### src/rtl/alu_arbiter.sv
// alu_arbiter: round-robin sharing of one external 4-bit combinational ALU
// between two req/ack requesters. Each accepted request is latched and
// presented to the ALU, then its result is captured and returned with a
// one-cycle ack. The last result also drives a 0-9 seven-segment display
// register, and completed operations are counted.
module alu_arbiter #(
  parameter int WIDTH = 4,
  parameter int OPW   = 3,
  parameter int CNT_W = 8
) (
  input  logic             CLOCK_50,
  input  logic             RST_N,
  input  logic             req0,
  input  logic [WIDTH-1:0] a0,
  input  logic [WIDTH-1:0] b0,
  input  logic [OPW-1:0]   op0,
  output logic             ack0,
  input  logic             req1,
  input  logic [WIDTH-1:0] a1,
  input  logic [WIDTH-1:0] b1,
  input  logic [OPW-1:0]   op1,
  output logic             ack1,
  output logic [WIDTH-1:0] rsp_data,
  output logic             rsp_err,
  output logic [WIDTH-1:0] alu_a,
  output logic [WIDTH-1:0] alu_b,
  output logic [OPW-1:0]   alu_op,
  input  logic [WIDTH-1:0] alu_result,
  output logic             busy,
  output logic [3:0]       disp_code,
  output logic             disp_blank,
  output logic [CNT_W-1:0] op_count
);

  typedef enum logic [1:0] {
    IDLE  = 2'd0,
    ISSUE = 2'd1,
    RESP  = 2'd2
  } state_t;

  // Opcodes the ALU actually implements; anything else is flagged.
  localparam logic [OPW-1:0] OP_NOT = OPW'(0);
  localparam logic [OPW-1:0] OP_AND = OPW'(1);
  localparam logic [OPW-1:0] OP_OR  = OPW'(2);
  localparam logic [OPW-1:0] OP_XOR = OPW'(4);

  state_t           state_q, state_d;
  logic             last_grant_q, last_grant_d;
  logic             gnt_q, gnt_d;
  logic [WIDTH-1:0] alu_a_q, alu_a_d;
  logic [WIDTH-1:0] alu_b_q, alu_b_d;
  logic [OPW-1:0]   alu_op_q, alu_op_d;
  logic [WIDTH-1:0] rsp_data_q, rsp_data_d;
  logic             rsp_err_q, rsp_err_d;
  logic [3:0]       disp_code_q, disp_code_d;
  logic             disp_blank_q, disp_blank_d;
  logic [CNT_W-1:0] op_count_q, op_count_d;

  logic             op_legal;
  logic             pick1;

  // Legality of the opcode currently presented to the ALU.
  always_comb begin
    op_legal = (alu_op_q == OP_NOT) || (alu_op_q == OP_AND) ||
               (alu_op_q == OP_OR)  || (alu_op_q == OP_XOR);
  end

  // Next-state logic: arbitration in IDLE, result capture in ISSUE,
  // bookkeeping (round-robin pointer, display, counter) in RESP.
  always_comb begin
    state_d      = state_q;
    last_grant_d = last_grant_q;
    gnt_d        = gnt_q;
    alu_a_d      = alu_a_q;
    alu_b_d      = alu_b_q;
    alu_op_d     = alu_op_q;
    rsp_data_d   = rsp_data_q;
    rsp_err_d    = rsp_err_q;
    disp_code_d  = disp_code_q;
    disp_blank_d = disp_blank_q;
    op_count_d   = op_count_q;
    // Requester 1 wins when it is alone, or on a tie when 0 went last.
    pick1        = req1 && (!req0 || !last_grant_q);
    case (state_q)
      IDLE: begin
        if (req0 || req1) begin
          gnt_d    = pick1;
          alu_a_d  = pick1 ? a1  : a0;
          alu_b_d  = pick1 ? b1  : b0;
          alu_op_d = pick1 ? op1 : op0;
          state_d  = ISSUE;
        end
      end
      ISSUE: begin
        rsp_data_d = alu_result;
        rsp_err_d  = !op_legal;
        state_d    = RESP;
      end
      RESP: begin
        last_grant_d = gnt_q;
        disp_code_d  = rsp_data_q[3:0];
        disp_blank_d = (rsp_data_q > WIDTH'(9));
        op_count_d   = op_count_q + CNT_W'(1);
        state_d      = IDLE;
      end
      default: state_d = IDLE;
    endcase
  end

  // State and datapath registers; reset abandons any in-flight operation.
  always_ff @(posedge CLOCK_50 or negedge RST_N) begin
    if (!RST_N) begin
      state_q      <= IDLE;
      last_grant_q <= 1'b1;
      gnt_q        <= 1'b0;
      alu_a_q      <= '0;
      alu_b_q      <= '0;
      alu_op_q     <= '0;
      rsp_data_q   <= '0;
      rsp_err_q    <= 1'b0;
      disp_code_q  <= 4'd0;
      disp_blank_q <= 1'b0;
      op_count_q   <= '0;
    end else begin
      state_q      <= state_d;
      last_grant_q <= last_grant_d;
      gnt_q        <= gnt_d;
      alu_a_q      <= alu_a_d;
      alu_b_q      <= alu_b_d;
      alu_op_q     <= alu_op_d;
      rsp_data_q   <= rsp_data_d;
      rsp_err_q    <= rsp_err_d;
      disp_code_q  <= disp_code_d;
      disp_blank_q <= disp_blank_d;
      op_count_q   <= op_count_d;
    end
  end

  // Acks and busy decode straight from state so reset clears them at once.
  always_comb begin
    ack0       = (state_q == RESP) && !gnt_q;
    ack1       = (state_q == RESP) &&  gnt_q;
    busy       = (state_q != IDLE);
    rsp_data   = rsp_data_q;
    rsp_err    = rsp_err_q;
    alu_a      = alu_a_q;
    alu_b      = alu_b_q;
    alu_op     = alu_op_q;
    disp_code  = disp_code_q;
    disp_blank = disp_blank_q;
    op_count   = op_count_q;
  end

endmodule

### config.mk
export PLATFORM = sky130hd
export DESIGN_NAME = alu_arbiter
export DESIGN_NICKNAME = d
export VERILOG_FILES = /design/src/rtl/alu_arbiter.sv
export SDC_FILE = /design/constraint.sdc
export NUM_CORES = 1
export LEC_CHECK = 0
export CAP_MARGIN = 20
export CORE_UTILIZATION = 61
export DETAILED_ROUTE_END_ITERATION = 6
export DONT_BUFFER_PORTS = 1
export HOLD_SLACK_MARGIN = 0.02
export PLACE_DENSITY = 0.87
export SLEW_MARGIN = 25
export SYNTH_ARGS = -nofsm -noshare
export SYNTH_HDL_FRONTEND = slang
export SYNTH_SLANG_ARGS = --single-unit
### constraint.sdc
create_clock -name CLOCK_50 -period 2.16 [get_ports CLOCK_50]
set_clock_uncertainty 0.1 [all_clocks]
set_input_delay 0.432 -clock CLOCK_50 [delete_from_list [all_inputs] [get_ports CLOCK_50]]
set_output_delay 0.432 -clock CLOCK_50 [all_outputs]
set_load 0.02 [all_outputs]
==> results of run 1 <==
## area by class of cell
| type | instances | area share |
|---|---|---|
| flip-flops and latches | 33 | 0.497 |
| multi-input cells | 73 | 0.411 |
| clock buffers | 7 | 0.0391 |
| repair buffers | 4 | 0.0270 |
| well taps | 28 | 0.0210 |
| clock inverters | 1 | 0.00301 |
| inverters | 1 | 0.00225 |
## metrics by stage
| stage | hold slack (ns) | setup slack, ns | util |
|---|---|---|---|
| 6_report | 0.148 | 0.249 | 0.718 |
| 5_1_grt | 0.131 | 0.165 | 0.718 |
| 4_1_cts | 0.135 | 0.223 | 0.718 |
| 3_5_place_dp | 0.0372 | 0.365 | 0.675 |
| 3_3_place_gp | 0.0371 | 0.406 | 0.675 |
| 2_1_floorplan | 0.0364 | 0.573 | - |
## layout by cell type, fill, tap and decap left out
cell and n:
dlygate4sd3_1 1, clkinv_2 1, inv_1 1, clkbuf_8 2, and4b_1 1, nand4_1 3
or2_4 1, a21boi_4 1, clkbuf_4 5, mux2_2 9, nor2b_1 1, nand2_1 17
buf_4 2, and2b_1 1, mux2_4 19, or3b_1 1, nand3b_1 1, dfstp_2 1
dfrtp_1 32, nor2_8 1, and2_1 1, buf_12 1, xnor2_1 7, nor2_1 3
maj3_1 1, or2b_1 1, ha_1 1, a21o_2 1, o21ai_0 2
## registers in the layout, indices dropped and copies added, names as in the netlist
| name | cells |
|---|---|
| op_count | 8 |
| last_grant_q | 1 |
| alu_b | 4 |
| rsp_err | 1 |
| gnt_q | 1 |
| alu_op | 3 |
| state_q | 2 |
| rsp_data | 4 |
| alu_a | 4 |
| disp_code | 4 |
| disp_blank | 1 |
## critical path, cell delays in order, from the launching register on
cell and delay (ns):
dfrtp_1 0.44, or2b_1 0.26, nor2_1 0.35
## per-layer routing
layer / track usage / wire (µm)
met1: 0.225 / 954
met5: 0 / 0
met2: 0.386 / 1400
met4: 0.114 / 47
met3: 0.113 / 258
## kinds of logic after synthesis
family	after synthesis
muxes	28
AOI/OAI and AO/OA	4
DFF	33
and+or+nand+nor	32
xor gates and xnor gates	7
buffers and inverters	5
adders and majority gates	2
## report_power, final
group	switching, mW	internal (mW)	total (mW)	leakage [nW]
clock network	0.204	0.188	0.392	0.0413
logic	0.332	0.471	0.803	0.337
registers	0.572	0.905	1.48	0.401
## synthesized netlist by cell type (all sizes together)
master / count / area [µm²]
a21boi: 1 / 18.8
a21o: 1 / 8.76
and2: 1 / 6.26
and2b: 1 / 7.51
and4b: 1 / 10.0
buf: 4 / 45.0
dfrtp: 32 / 801
dfstp: 1 / 26.3
ha: 1 / 12.5
inv: 1 / 3.75
maj3: 1 / 10.0
mux2: 28 / 387
nand2: 17 / 63.8
nand3b: 1 / 7.51
nand4: 3 / 18.8
nor2: 4 / 31.3
nor2b: 1 / 6.26
o21ai: 2 / 10.0
or2: 1 / 8.76
or2b: 1 / 7.51
or3b: 1 / 8.76
xnor2: 7 / 61.3
## path summary, 6_finish.rpt
kind,endpoint,slack (ns),startpoint
max reg2reg,alu_a[2]$_DFFE_PN0P_,0.45,last_grant_q$_DFFE_PN1N_
min reg2reg,gnt_q$_DFFE_PN0P_,0.44,gnt_q$_DFFE_PN0P_
min,rsp_data[0]$_DFFE_PN0N_,0.15,alu_result[0]
max,ack0,0.25,state_q[0]$_DFFE_PN0P_
max in group asynchronous,last_grant_q$_DFFE_PN1N_,1.29,RST_N
min in group asynchronous,op_count[7]$_DFFE_PN0N_,0.43,RST_N
==> metrics.txt, run 1 <==
core area about 2300 µm²; vias per inst 5.98; first-pass GRT wire length 4.26 mm; Clock Sinks 33; Initial Util 0.673; crit path capture type primary output; Reg area between 800 and 900 µm²; Crit Path Class reg -> out; fraction of layout instances using a drive strength above 1 0.370; placed cells 137; Power Density 1600 nW/µm²; DPL Wire Length 1.92 mm; routed len/inst approximately 18 µm; Die Width 52.6 µm; Setup TNS Final 0 ns; antenna violations before repair 0; Buffers on Ports 0; non-filler instance count after layout between 100 and 150; CTS Buf Count 5; Synth Area in Simple Gates 0.113; post-synthesis compound-gate area fraction 0.0241; vias in the first global route just over 1000; DRC errors left 0; Distinct cells, synth 26; Die H 52.6 µm; Final Max Slew Viols 0; gr usage total 0.227; post_cts resized 0; drt total wl between 2 and 3 mm; period utilization 0.885; largest net degree at the start of global routing 34; Adder-Cell Fraction of Synth Area 0.0144; die area 2760 µm²; Worst Hold Class in -> reg; post-route ant nets 0; post-CTS setup buffer count 0; num ports 62; largest family of logic cells by synthesized area multiplexers; DRT Pass-1 Iters 4; Slew @ Worst Pin 0.514 ns; Seq cells post-synth 33; synth warn 0; register area share after synthesis 0.530; H-tree depth 2; Max Root-Sink Buffers 2; crit path launch type flop; Max FO, Critical Path 6; initial DRC count 2; RSZ-0062 raised after global routing false; Post-Synthesis Cells 111; Relative slew margins 0.656; Final Hold Vio Count 0; Highest Clock Rate 523 MHz; Setup violations, final 0; P&R area growth vs syn 6.74%; CTS tree built; # hold bufs at CTS 2; worst path required time 1.63 ns; P_leak between 0.7 and 0.8 nW; WP data arrival 1.38 ns; row count 17; fillers 161; status finished clean; DR vias 879; Finished Cell Area around 1700 µm²; total grt overflow 0; Placed Instance Area 1570 µm²; peak supply drop 0.00115 V; Clock transition at path regs approximately 0.10 ns; post-layout power 2.67 mW; syn_nets 142; syn avg cell area 14.1 µm²; Period minus WS final 1.91 ns; WHS Path Cells 1; Worst R2R Path Depth 3; Final nets roughly 150; multi-input gate area in the final layout 684 µm²; post-synthesis mux area share 0.248; Placer Congestion 0.658; Post-Syn Area 1560 µm²; Max Cap Viol 0; clk_lat worst skew 0.33 ns; Diodes inserted 0; Clock Root Buffer clkbuf_4; xor and xnor area share after synthesis 0.0393
No activity file was read; power rests on OpenSTA's default activity.
==> run 2: changes to the inputs <==
--- a/config.mk
+++ b/config.mk
@@ -11,6 +11,7 @@
 export DONT_BUFFER_PORTS = 1
 export HOLD_SLACK_MARGIN = 0.02
 export PLACE_DENSITY = 0.87
+export RECOVER_POWER = 100
 export SLEW_MARGIN = 25
 export SYNTH_ARGS = -nofsm -noshare
 export SYNTH_HDL_FRONTEND = slang
==> run 2 against run 1 <==
Against the previous run:
- routed wire length fell by 1.8%
- setup slack improved by 0.018 ns
- non-clock buffer count did not move
- power fell by 5.4%
- via count fell by 0.80%
- fmax rose by 0.95%
- cell area fell by 3.5%
- count of clock-buffer cells in the layout did not move
- critical path type unchanged
- critical endpoint unchanged
- highest routed layer unchanged
==> metrics.txt, run 2 (synthesis results as in run 1) <==
Period minus WS final ~1.9 ns; routed len/inst about 18 µm; CTS tree built; antenna violations before repair 0; DPL Wire Length 1.92 mm; WHS Path Cells 1; max incr delay on CP roughly 0.43 ns; Relative slew margins 0.478; first-pass GRT wire length 4.26 mm; largest net degree at the start of global routing 34; r2r startpoint state_q[0]$_DFFE_PN0P_; Diodes inserted 0; Placer Congestion 0.658; Clock Root Buffer clkbuf_4; Comb pwr share 0.264; RSZ-0062 raised after global routing false; Max Root-Sink Buffers 2; P_leak roughly 0.73 nW; fraction of layout instances using a drive strength above 1 0.269; Net Sw Frac 0.428; Power Density 1570 nW/µm²; die area 2760 µm²; post-route ant nets 0; length of routed wiring on met1 around 950 µm; DRC errors left 0; worst path required time approximately 1.6 ns; Final nets ~150; DRT Pass-1 Iters 4; status finished clean; Crit Path Class reg -> out; Setup TNS Final 0 ns; initial DRC count 2; WP data arrival 1.36 ns; Worst R2R Path Depth 3; post_cts resized 0; hold endpoint rsp_data[0]$_DFFE_PN0N_; Final Max Slew Viols 0; leading cell type in the layout, fill and taps excluded dfrtp_1; sw power 1.08 mW; Buffers on Ports 0; CP startpoint state_q[0]$_DFFE_PN0P_; post-CTS setup buffer count 0; multi-input gate area in the final layout around 650 µm²; Clock Sinks 33; crit path cell chain or2b_1 > nor2_1; crit path max-delay cell type dfrtp_1; Reg2Reg Setup Slack 0.38 ns; clk_lat worst skew 0.33 ns; Int Power between 1 and 1.5 mW; Slew @ Worst Pin 0.783 ns; most frequent cells in the layout 32 x dfrtp_1, 17 x nand2_1, 10 x mux2_4; row count 17; met3 WL about 250 µm; Highest Clock Rate about 530 MHz; Final Hold Vio Count 0; highest routing layer actually used met4; clock network power share 0.155; Largest register FFs 8; H-tree depth 2; Initial Util 0.673; crit path launch type flop; Worst Hold Launch alu_result[0]; drt total wl 2.61 mm; total grt overflow 0; period utilization 0.876; Max FO, Critical Path 6; core area between 2000 and 2500 µm²; hold slack 0.149 ns; Clock transition at path regs 0.10 ns; fillers 176; # hold bufs at CTS 2; num ports 62; P&R area growth vs syn 2.97%; Max Cap Viol 0; vias in the first global route 1006; CTS Buf Count 5; Crit Reg-Reg Endpoint alu_b[2]$_DFFE_PN0P_; sequential share of power 0.581; Die Width 52.6 µm; crit path capture type primary output; metal2 WL between 1 and 1.5 mm; gr usage total 0.227; Reg area just over 800 µm²; peak supply drop 0.00114 V; DR vias 872; Die H 52.6 µm; Worst Hold Class in -> reg; vias per inst 5.93; Setup violations, final 0
## run 2: cell types whose count changed in the layout (fill, tap and decap cells not counted), sizes merged
cell    delta
buf        -3
clkbuf     +3
## run 2: how the worst max path moves through the flow
stage	to	slack, ns	cells past startpoint
6_report	ack0	0.27	2
4_1_cts	ack0	0.22	2
5_1_grt	ack0	0.17	2
3_5_place_dp	alu_a[2]$_DFFE_PN0P_	0.36	3
2_1_floorplan	ack0	0.57	3
3_3_place_gp	alu_a[2]$_DFFE_PN0P_	0.41	3
## run 2: power groups by stage
stage	Clock, mW	Sequential [mW]	Combinational [mW]
global placement	0	1.48	0.764
finish	0.392	1.47	0.668
global route	0.430	1.51	0.747
CTS	0.405	1.48	0.816
detailed placement	0	1.49	0.793
floorplan	0	1.42	0.732
## run 2: area by class of cell
cell class / count / share of cell area
clock buffer: 7 / 0.0405
clock inverter: 1 / 0.00312
inverter: 1 / 0.00234
multi-input combinational: 73 / 0.403
sequential: 33 / 0.515
tap: 28 / 0.0218
timing repair buffer: 4 / 0.0140
## run 2: metal layers
metal  vias up  global-route usage
met4         0               0.114
li1        388                   -
met3         5               0.113
met5         -                   0
met2        43               0.386
met1       436               0.225
## run 2: critical path: cells and delay by family (launching register included)
family           cells  cell delay, ns
DFF                  1            0.43
and+or+nand+nor      2            0.59
## run 2: through the flow
step	cell area (µm²)	power, mW	utilization	instances	setup slack (ns)
floorplan	1560	2.15	-	111	0.573
global route	1610	2.69	0.693	147	0.173
CTS	1670	2.70	0.718	147	0.223
global placement	1570	2.24	0.675	137	0.406
finish	1610	2.53	0.693	147	0.267
detailed placement	1570	2.29	0.675	137	0.365
==> run 3: changes to the inputs <==
--- a/config.mk
+++ b/config.mk
@@ -6,13 +6,12 @@
 export NUM_CORES = 1
 export LEC_CHECK = 0
 export CAP_MARGIN = 20
-export CORE_UTILIZATION = 61
+export CORE_UTILIZATION = 43
 export DETAILED_ROUTE_END_ITERATION = 6
-export DONT_BUFFER_PORTS = 1
 export HOLD_SLACK_MARGIN = 0.02
-export PLACE_DENSITY = 0.87
+export PLACE_DENSITY = 0.89
 export RECOVER_POWER = 100
-export SLEW_MARGIN = 25
+export SLEW_MARGIN = 20
 export SYNTH_ARGS = -nofsm -noshare
 export SYNTH_HDL_FRONTEND = slang
 export SYNTH_SLANG_ARGS = --single-unit
==> run 3 against run 2 <==
Against the previous run:
- non-clock buffer count increased by 62
- register-to-register slack worse by 0.08 ns
- cell area increased by 38%
- hold slack gained 0.23 ns
- power grew 15%
==> metrics.txt, run 3 (synthesis results as in run 1) <==
status finished clean; P&R area growth vs syn 42.0%; crit path launch type flop; Buffers on Ports 61; crit path cell chain dlygate4sd3_1; total grt overflow 0; most frequent cells in the layout 32 x dfrtp_1, 30 x dlygate4sd3_1, 28 x clkdlybuf4s50_1; Max FO, Critical Path 6; Worst Hold Launch disp_code[1]$_DFFE_PN0N_; antenna violations before repair 0; CP startpoint op_count[2]$_DFFE_PN0N_; post-route ant nets 0; Finished Cell Area 2220 µm²; Worst R2R Path Depth 3; fraction of layout instances using a drive strength above 1 0.171; Setup TNS Final 0 ns; drt total wl 3.17 mm; non-filler instance count after layout 227; Highest Clock Rate 494 MHz; Diodes inserted 0; vias per inst 4.86; DRC errors left 0; vias in the first global route 1204; Largest register FFs 8; DRT Pass-1 Iters 4; Die H 62.2 µm; Crit Reg-Reg Endpoint alu_op[2]$_DFFE_PN0P_; period utilization 0.938; Clock Sinks 33; largest net degree at the start of global routing 34; gr usage total 0.190; Placed Instance Area 2230 µm²; Placer Congestion 0.794; Crit Path Class reg -> out; RSZ-0062 raised after global routing false; worst path required time 1.63 ns; DP Worst Slack 0.0341 ns; Initial Util 0.457; # hold bufs at CTS 0; CTS Buf Count 5; Power Density 1310 nW/µm²; Worst Hold Class reg -> reg; Die Width 62.2 µm; Relative slew margins 0.483; hold endpoint disp_code[1]$_DFFE_PN0N_; clk_lat worst skew around 0.33 ns; Final Max Slew Viols 0; Clock Root Buffer clkbuf_4; Clock transition at path regs approximately 0.09 ns; post-CTS setup buffer count 0; Reg2Reg Setup Slack 0.30 ns; placed cells 219; fin worst setup slack 0.134 ns; peak supply drop approximately 0.00064 V; Slew @ Worst Pin between 0.7 and 0.8 ns; initial DRC count 47; Period minus WS final 2.03 ns; first-pass GRT wire length 5.61 mm; CTS tree built; crit path max-delay cell type dlygate4sd3_1; Final nets approximately 210; crit path capture type primary output; P_leak between 0.9 and 1 nW; Final Hold Vio Count 0; die area 3870 µm²; Critical path buffers and inverters 1; max incr delay on CP 0.70 ns; num ports 62; post_cts resized 3; DR vias 1103; leading cell type in the layout, fill and taps excluded dfrtp_1; routed len/inst 14.0 µm; Max Cap Viol 0; Max Root-Sink Buffers 2; post-layout power about 2.9 mW; WHS Path Cells 2; DPL Wire Length between 2 and 2.5 mm; row count 21; Setup violations, final 0; cell family with most CP delay buffers and inverters; r2r startpoint state_q[0]$_DFFE_PN0P_; H-tree depth 2; core area 3420 µm²; WP data arrival 1.49 ns
[run 3: cell types whose count changed in the layout (fill, tap and decap cells not counted)]
cell	before	now
buf_4	0	1
clkbuf_8	2	0
nor2_2	0	1
mux2_4	10	9
clkbuf_1	2	4
clkdlybuf4s50_1	0	28
dlygate4sd3_1	1	30
dlygate4sd2_1	0	3
buf_12	0	1
mux2_1	9	10
nor2_8	1	0
[run 3: where the power goes]
part	internal (mW)	leakage [nW]	total, mW	switching (mW)
sequential	0.908	0.401	1.14	0.232
combinational	0.718	0.560	1.44	0.719
clock	0.127	0.0293	0.325	0.198
[run 3: metrics by stage]
step	utilization	hold slack [ns]
2_1_floorplan	-	0.0364
3_3_place_gp	0.654	0.360
3_5_place_dp	0.654	0.364
4_1_cts	0.667	0.388
5_1_grt	0.649	0.417
6_report	0.649	0.375
[run 3: worst max-delay path by stage]
stage	slack, ns	endpoint	cells after the start
after floorplan	0.57	ack0	3
final	0.13	op_count[2]	1
after CTS	0.14	ack0	3
after detailed placement	0.03	alu_b[3]$_DFFE_PN0P_	5
after global placement	0.07	alu_b[2]$_DFFE_PN0P_	5
after global routing	0.04	ack1	3
[run 3: area by class of cell]
class	count	area [µm²]
Sequential cell	33	827
Fill cell	274	1200
Multi-Input combinational cell	73	631
Timing Repair Buffer	66	647
Inverter	1	3.75
Clock buffer	7	45.0
Tap cell	46	57.6
Clock inverter	1	5.00
[run 3: routing by layer]
layer,part of all wire,global-route usage,up-vias
met5,0,0,-
met4,0.027,0.0872,0
met3,0.078,0.0735,11
met2,0.50,0.332,53
met1,0.39,0.200,523
li1,-,-,516
